==> config.mk <==
export PLATFORM = sky130hd
export DESIGN_NAME = top_burst_scheduler
export DESIGN_NICKNAME = d
export VERILOG_FILES = /design/src/rtl/top_burst_scheduler_pkg.sv /design/src/rtl/top_outstanding_tracker.sv /design/src/rtl/top_burst_scheduler.sv
export SDC_FILE = /design/constraint.sdc
export NUM_CORES = 1
export LEC_CHECK = 0
export BUFFER_PORTS_ARGS = -buffer_cell sky130_fd_sc_hd__clkbuf_2
export CAP_MARGIN = 0
export CORE_UTILIZATION = 30
export DETAILED_ROUTE_END_ITERATION = 8
export SLEW_MARGIN = 0
export SYNTH_ARGS = -nofsm -noshare
export SYNTH_HDL_FRONTEND = slang
export SYNTH_SLANG_ARGS = --single-unit
==> constraint.sdc <==
create_clock -name clk -period 8.1 [get_ports clk]
set_clock_uncertainty 0.2 [all_clocks]
set_input_delay 1.215 -clock clk [delete_from_list [all_inputs] [get_ports clk]]
set_output_delay 1.215 -clock clk [all_outputs]
set_load 0.02 [all_outputs]
==> src/rtl/top_burst_scheduler_pkg.sv <==
// Shared types and constants for the burst scheduler and its outstanding tracker.
package top_burst_scheduler_pkg;

    typedef enum logic [1:0] {
        ST_IDLE  = 2'd0,
        ST_ISSUE = 2'd1,
        ST_DRAIN = 2'd2
    } burst_sched_state_t;

    localparam int LP_4K_BYTES  = 4096;
    localparam int LP_MAX_ARLEN = 255;

    // log2 of the bytes carried by one data beat (data width is a power-of-two number of bytes)
    function automatic int beat_shift(input int data_width);
        int bytes;
        int shift;
        bytes = data_width / 8;
        shift = 0;
        for (int i = 0; i < 16; i++) begin
            if ((1 << i) == bytes) begin
                shift = i;
            end
        end
        return shift;
    endfunction

endpackage

==> src/rtl/top_outstanding_tracker.sv <==
// Up/down counter of issued-but-incomplete bursts. A completion with nothing in
// flight is dropped so the count never wraps below zero.
module top_outstanding_tracker
    import top_burst_scheduler_pkg::*;
#(
    parameter int C_MAX_OUTSTANDING = 16,
    parameter int C_CNT_WIDTH       = $clog2(C_MAX_OUTSTANDING + 1)
) (
    input  logic                   clk,
    input  logic                   rst,
    input  logic                   incr,
    input  logic                   decr,
    output logic [C_CNT_WIDTH-1:0] count,
    output logic                   is_zero,
    output logic                   is_full
);

    logic decr_eff;

    assign is_zero  = (count == '0);
    assign is_full  = (count == C_CNT_WIDTH'(C_MAX_OUTSTANDING));
    assign decr_eff = decr && !is_zero;

    // Count moves only when exactly one of issue/completion happens this cycle
    always_ff @(posedge clk) begin
        if (rst) begin
            count <= '0;
        end else if (incr && !decr_eff && !is_full) begin
            count <= count + C_CNT_WIDTH'(1);
        end else if (decr_eff && !incr) begin
            count <= count - C_CNT_WIDTH'(1);
        end
    end

`ifndef SYNTHESIS
    // A burst completion with no burst in flight points at a broken data path
    assert property (@(posedge clk) disable iff (rst) !(decr && is_zero));
`endif

endmodule

==> src/rtl/top_burst_scheduler.sv <==
// Read-request scheduler: splits (offset, byte count) commands into read-address
// bursts, bounds bursts in flight and pulses ctrl_done once all have returned.
// Optional macro TOP_BURST_SCHED_4K_SPLIT_EN additionally cuts bursts at 4 KiB
// boundaries; without it the caller guarantees boundary safety.
//
// state    | meaning
// ST_IDLE  | waiting for ctrl_start
// ST_ISSUE | issuing bursts until no beats remain
// ST_DRAIN | all bursts issued, waiting for outstanding to reach zero
module top_burst_scheduler
    import top_burst_scheduler_pkg::*;
#(
    parameter int C_ADDR_WIDTH      = 64,
    parameter int C_DATA_WIDTH      = 512,
    parameter int C_XFER_SIZE_WIDTH = 32,
    parameter int C_MAX_BURST_LEN   = 64,
    parameter int C_MAX_OUTSTANDING = 16
) (
    input  logic                         clk,
    input  logic                         rst,
    input  logic                         ctrl_start,
    input  logic [C_ADDR_WIDTH-1:0]      ctrl_addr_offset,
    input  logic [C_XFER_SIZE_WIDTH-1:0] ctrl_xfer_size_in_bytes,
    output logic                         ctrl_busy,
    output logic                         ctrl_done,
    output logic                         arvalid,
    input  logic                         arready,
    output logic [C_ADDR_WIDTH-1:0]      araddr,
    output logic [7:0]                   arlen,
    input  logic                         burst_done
);

    localparam int BEAT_SHIFT = beat_shift(C_DATA_WIDTH);
    localparam int BURST_CAP  = (C_MAX_BURST_LEN > LP_MAX_ARLEN + 1) ? (LP_MAX_ARLEN + 1) : C_MAX_BURST_LEN;
    localparam int CNT_WIDTH  = $clog2(C_MAX_OUTSTANDING + 1);
    localparam logic [C_XFER_SIZE_WIDTH-1:0] BEAT_MASK = C_XFER_SIZE_WIDTH'((1 << BEAT_SHIFT) - 1);
    localparam logic [C_XFER_SIZE_WIDTH-1:0] CAP_BEATS = C_XFER_SIZE_WIDTH'(BURST_CAP);
    localparam logic [CNT_WIDTH-1:0]         LAST_SLOT = CNT_WIDTH'(C_MAX_OUTSTANDING - 1);

    burst_sched_state_t state;

    logic [C_ADDR_WIDTH-1:0]      addr_q;
    logic [C_ADDR_WIDTH-1:0]      src_addr;
    logic [C_XFER_SIZE_WIDTH-1:0] rem_q;
    logic [C_XFER_SIZE_WIDTH-1:0] src_rem;
    logic [C_XFER_SIZE_WIDTH-1:0] start_beats;
    logic [C_XFER_SIZE_WIDTH-1:0] next_beats;
    logic [7:0]                   next_arlen;
    logic [8:0]                   cur_beats;
    logic                         hs;
    logic                         full_after_hs;
    logic [CNT_WIDTH-1:0]         out_count;
    logic                         out_zero;
    logic                         out_full;
`ifdef TOP_BURST_SCHED_4K_SPLIT_EN
    logic [12:0]                  page_bytes;
    logic [C_XFER_SIZE_WIDTH-1:0] page_beats;
`endif

    assign hs          = arvalid && arready;
    assign cur_beats   = {1'b0, arlen} + 9'd1;
    assign start_beats = (ctrl_xfer_size_in_bytes >> BEAT_SHIFT)
                       + C_XFER_SIZE_WIDTH'((ctrl_xfer_size_in_bytes & BEAT_MASK) != '0);
    // The request being accepted fills the last slot unless a completion frees one in the same cycle
    assign full_after_hs = !(burst_done && !out_zero) && (out_count == LAST_SLOT);

    top_outstanding_tracker #(
        .C_MAX_OUTSTANDING (C_MAX_OUTSTANDING),
        .C_CNT_WIDTH       (CNT_WIDTH)
    ) u_tracker (
        .clk     (clk),
        .rst     (rst),
        .incr    (hs),
        .decr    (burst_done),
        .count   (out_count),
        .is_zero (out_zero),
        .is_full (out_full)
    );

    // Address/remaining the next request is built from, and that request's size
    always_comb begin
        src_addr = addr_q;
        src_rem  = rem_q;
        if (state == ST_IDLE) begin
            src_addr = ctrl_addr_offset;
            src_rem  = start_beats;
        end else if (hs) begin
            src_addr = addr_q + (C_ADDR_WIDTH'(cur_beats) << BEAT_SHIFT);
            src_rem  = rem_q - C_XFER_SIZE_WIDTH'(cur_beats);
        end
        next_beats = (src_rem < CAP_BEATS) ? src_rem : CAP_BEATS;
`ifdef TOP_BURST_SCHED_4K_SPLIT_EN
        page_bytes = 13'(LP_4K_BYTES) - {1'b0, src_addr[11:0]};
        page_beats = C_XFER_SIZE_WIDTH'(page_bytes >> BEAT_SHIFT);
        if (page_beats < next_beats) begin
            next_beats = page_beats;
        end
`endif
        next_arlen = next_beats[7:0] - 8'd1;
    end

    // Sequencing FSM with registered request and status outputs
    always_ff @(posedge clk) begin
        if (rst) begin
            state     <= ST_IDLE;
            addr_q    <= '0;
            rem_q     <= '0;
            arvalid   <= 1'b0;
            araddr    <= '0;
            arlen     <= '0;
            ctrl_busy <= 1'b0;
            ctrl_done <= 1'b0;
        end else begin
            ctrl_done <= 1'b0;
            unique case (state)
                ST_IDLE: begin
                    if (ctrl_start) begin
                        addr_q    <= src_addr;
                        rem_q     <= src_rem;
                        ctrl_busy <= 1'b1;
                        if (src_rem == '0) begin
                            state <= ST_DRAIN;
                        end else begin
                            state   <= ST_ISSUE;
                            arvalid <= 1'b1;
                            araddr  <= src_addr;
                            arlen   <= next_arlen;
                        end
                    end
                end
                ST_ISSUE: begin
                    if (hs) begin
                        addr_q <= src_addr;
                        rem_q  <= src_rem;
                        araddr <= src_addr;
                        arlen  <= next_arlen;
                        if (src_rem == '0) begin
                            arvalid <= 1'b0;
                            state   <= ST_DRAIN;
                        end else begin
                            arvalid <= !full_after_hs;
                        end
                    end else if (!arvalid && !out_full) begin
                        arvalid <= 1'b1;
                        araddr  <= src_addr;
                        arlen   <= next_arlen;
                    end
                end
                ST_DRAIN: begin
                    if (out_zero) begin
                        ctrl_done <= 1'b1;
                        ctrl_busy <= 1'b0;
                        state     <= ST_IDLE;
                    end
                end
                default: state <= ST_IDLE;
            endcase
        end
    end

endmodule

==> key figures <==
Timing
  • Max Fclk: 0.173 GHz
  • Max-slew violation count: 0
  • Endpoints failing hold: 0
  • Fin Hold WS: between 0.2 and 0.3 ns
  • Endpoints failing setup: 0
  • Crit share post-route: 0.716
  • Fin crit period: 5.80 ns
  • RSZ-0062 raised after global routing: false
  • Worst rel slew slack: 0.239
  • TNS Setup: 0 ns
  • Worst Tran Pin Value: approximately 1.1 ns

Flow run
  • Max cap viols: 0

Critical path
  • Crit Path Max Fanout: 40
  • Worst reg2reg endpoint: araddr[23]
  • Crit path capture type: flop
  • Setup CP Type: reg2reg
  • Worst flop-to-flop path startpoint: arlen[0]
  • Worst Setup SP: arlen[0]
  • Critical Path AT: 5.95 ns
  • Critical Path End: araddr[23]
  • CP required: 8.26 ns
  • Reg-to-reg slack, setup: between 2 and 2.5 ns
  • Worst setup SP type: flop
  • FF-to-FF path depth: 18

Final layout
  • Register area: 3560 sq um
  • Most common cell after layout, fill and taps aside: nand2_1
  • Design area: 12,700 sq um
  • Commonest cells after routing, fill and taps aside: nand2_1, a21oi_1, dfxtp_1
  • Fill count: 3,822
  • Number of diodes: 0
  • Nets: ~1,800
  • Layout Area Growth over Synthesis: 17.0%
  • Share of post-route cells with drive strength above 1: 0.150
  • Post-Layout Cell Count: 2,109
  • Area of the multi-input gates: a little under 7000 sq um

Pwr
  • Net switching power: approximately 0.00092 W
  • Clock network power share: 0.343
  • Cell-internal power: approximately 0.0017 W
  • Maximum vdd drop: 0.116 mV
  • Seq pwr share: 0.390
  • Pleak: 4.81 nW
  • Total power per unit cell area: 209 nW/um^2
  • Switching part of the total: 0.349
  • Logic pwr share: 0.268

Synthesis
  • Syn_area_per_cell: 7.12 sq um
  • Mapped Cells: 1,520
  • Sequential cell area fraction in the yosys report: 0.329
  • Yosys warns: 0
  • Synth unique cells: 66
  • Synthesized area: ~11,000 sq um
  • EDFF count, synth: 0
  • Main synth FF type: dfxtp_1
  • Post-synthesis net count: 1,649
  • Ys async rst share: 0
  • #FFs+latches synth: 178

Clock tree
  • Clock latency on the worst-skew pair: 0.44 ns
  • Clock transition at the registers of the reported paths: about 0.08 ns
  • Post-CTS sizing: 0
  • Clock tree root driver cell: clkbuf_16
  • CTS HTree Levels: 4
  • TritonCTS Buffers: 17
  • CTS Buffer Depth: 2
  • CTS tree: done
  • Clock sinks: roughly 180
  • Post-CTS setup buffer count: 0
  • Hold_buf cts: 0

GRT
  • First-pass GRT wire length: 55.0 mm
  • Vias in the first global route: 10,400
  • Overall routing resource usage: 0.187
  • Remaining Overflow, GRT: 0
  • Largest net degree at the start of global routing: a little over 100
  • Initial antenna violation count: 0

Detailed routing
  • Remaining DRCs: 0
  • Post-DR vias/cell: 5.20
  • DR WL/cell: 16.4 microns
  • 1st-pass router iterations: 5
  • DRT Wirelength: 34.6 mm
  • Vias: 11,000
  • DRT antenna net count: 0
  • Iter 0 DRT Violations: 784

Placed design
  • Port bufs: 175
  • Dpl cells: 2,077
  • Gpl congestion: 0.831
  • Post-DP HPWL: 24.6 mm
  • Dpl cell area: about 12,000 sq um

Floorplanning
  • Die W: 192 microns
  • Initial core utilization: 0.304
  • # IOs: about 180
  • Row count: 69
  • Die area: ~37,000 sq um
  • Core Area: 35,600 sq um
  • Die H: 192 microns

Hold path
  • Min-delay worst type: reg2reg

Outcome
  • Status: finished, final reports clean
==> state kept, by name, summed over array words and instances, names as in the netlist <==
signal / count
ctrl_busy: 1
araddr: 64
arvalid: 1
arlen: 8
ctrl_done: 1
addr_q: 64
state: 2
u_tracker.count: 5
rem_q: 32
==> worst min path at each step <==
stage                           from  depth (start not counted)  slack (ns)          to
after floorplan            addr_q[0]                          2        0.24   addr_q[0]
after global placement     addr_q[3]                          2        0.24   addr_q[3]
after detailed placement  araddr[61]                          2        0.25  araddr[61]
after CTS                 araddr[61]                          2        0.26  araddr[61]
after global routing      araddr[15]                          2        0.27  araddr[15]
final                     araddr[15]                          2        0.25  araddr[15]
==> final cells by class <==
type | instances | share of cell area
multi-input cells | 1221 | 0.537
flip-flops and latches | 178 | 0.281
repair buffers | 189 | 0.0779
well taps | 461 | 0.0455
clock buffers | 18 | 0.0347
clock inverters | 14 | 0.0152
inverters | 28 | 0.00830
==> synth_stat cells, types with 19 or more instances <==
| library cell | number | share of area |
|---|---|---|
| ha_1 | 25 | 0.029 |
| xor2_1 | 25 | 0.020 |
| dfxtp_1 | 178 | 0.33 |
| nor4_1 | 24 | 0.014 |
| a21oi_1 | 186 | 0.086 |
| o21ai_0 | 59 | 0.027 |
| nand2_1 | 369 | 0.13 |
| a31oi_1 | 19 | 0.011 |
| nand3_1 | 43 | 0.020 |
| nand4_1 | 20 | 0.012 |
| nor2_1 | 143 | 0.050 |
| inv_1 | 28 | 0.0097 |
| clkbuf_1 | 68 | 0.024 |
| xnor2_1 | 73 | 0.059 |
| nor3_1 | 34 | 0.016 |
==> power groups by stage <==
stage	Combinational, W	Sequential [W]	Clock, W
floorplan	0.000476	0.00107	0
CTS	0.000711	0.00103	0.000931
finish	0.000709	0.00103	0.000908
detailed placement	0.000706	0.00105	0
global placement	0.000697	0.00105	0
global route	0.000795	0.00104	0.000966
==> worst max-delay path, cell delays in order, from the launching register on <==
cell and delay, ns:
dfxtp_1 0.40, ha_1 0.22, nand3_1 0.14, nor2_1 0.19
nand3_1 0.19, ha_1 0.41, a21oi_1 0.30, nand2_1 0.18
a2111oi_0 0.60, xor2_1 0.14, mux2i_1 0.20, nor4b_1 0.30
nand4b_1 0.24, nor4_2 0.38, buf_4 0.26, a31o_2 0.80
buf_4 0.32, nand2_1 0.07, a21oi_1 0.14
==> metal layers <==
layer,up-vias,track usage,part of all wire
met5,-,0,0
met3,39,0.0267,0.050
met2,288,0.302,0.45
li1,5516,-,-
met1,5133,0.256,0.47
met4,0,0.0606,0.021
==> cell families (layout without fill, tap and decap cells) <==
group	Yosys count	in the layout	synth area share
fa+ha+maj	28	28	0.0344
buf+inv	121	249	0.0466
mux	16	16	0.0149
flops	178	178	0.329
xor+xnor	98	98	0.0793
compound gates	360	360	0.199
simple gates	719	719	0.297
==> metrics by stage <==
stage / power, W / setup WS [ns] / utilization
after global routing: 0.00281 / 1.85 / 0.356
after CTS: 0.00267 / 2.39 / 0.356
final: 0.00265 / 2.30 / 0.356
after detailed placement: 0.00176 / 1.95 / 0.338
after floorplan: 0.00155 / 3.39 / -
after global placement: 0.00175 / 2.08 / 0.338
Power figures use the tool's default switching activity.
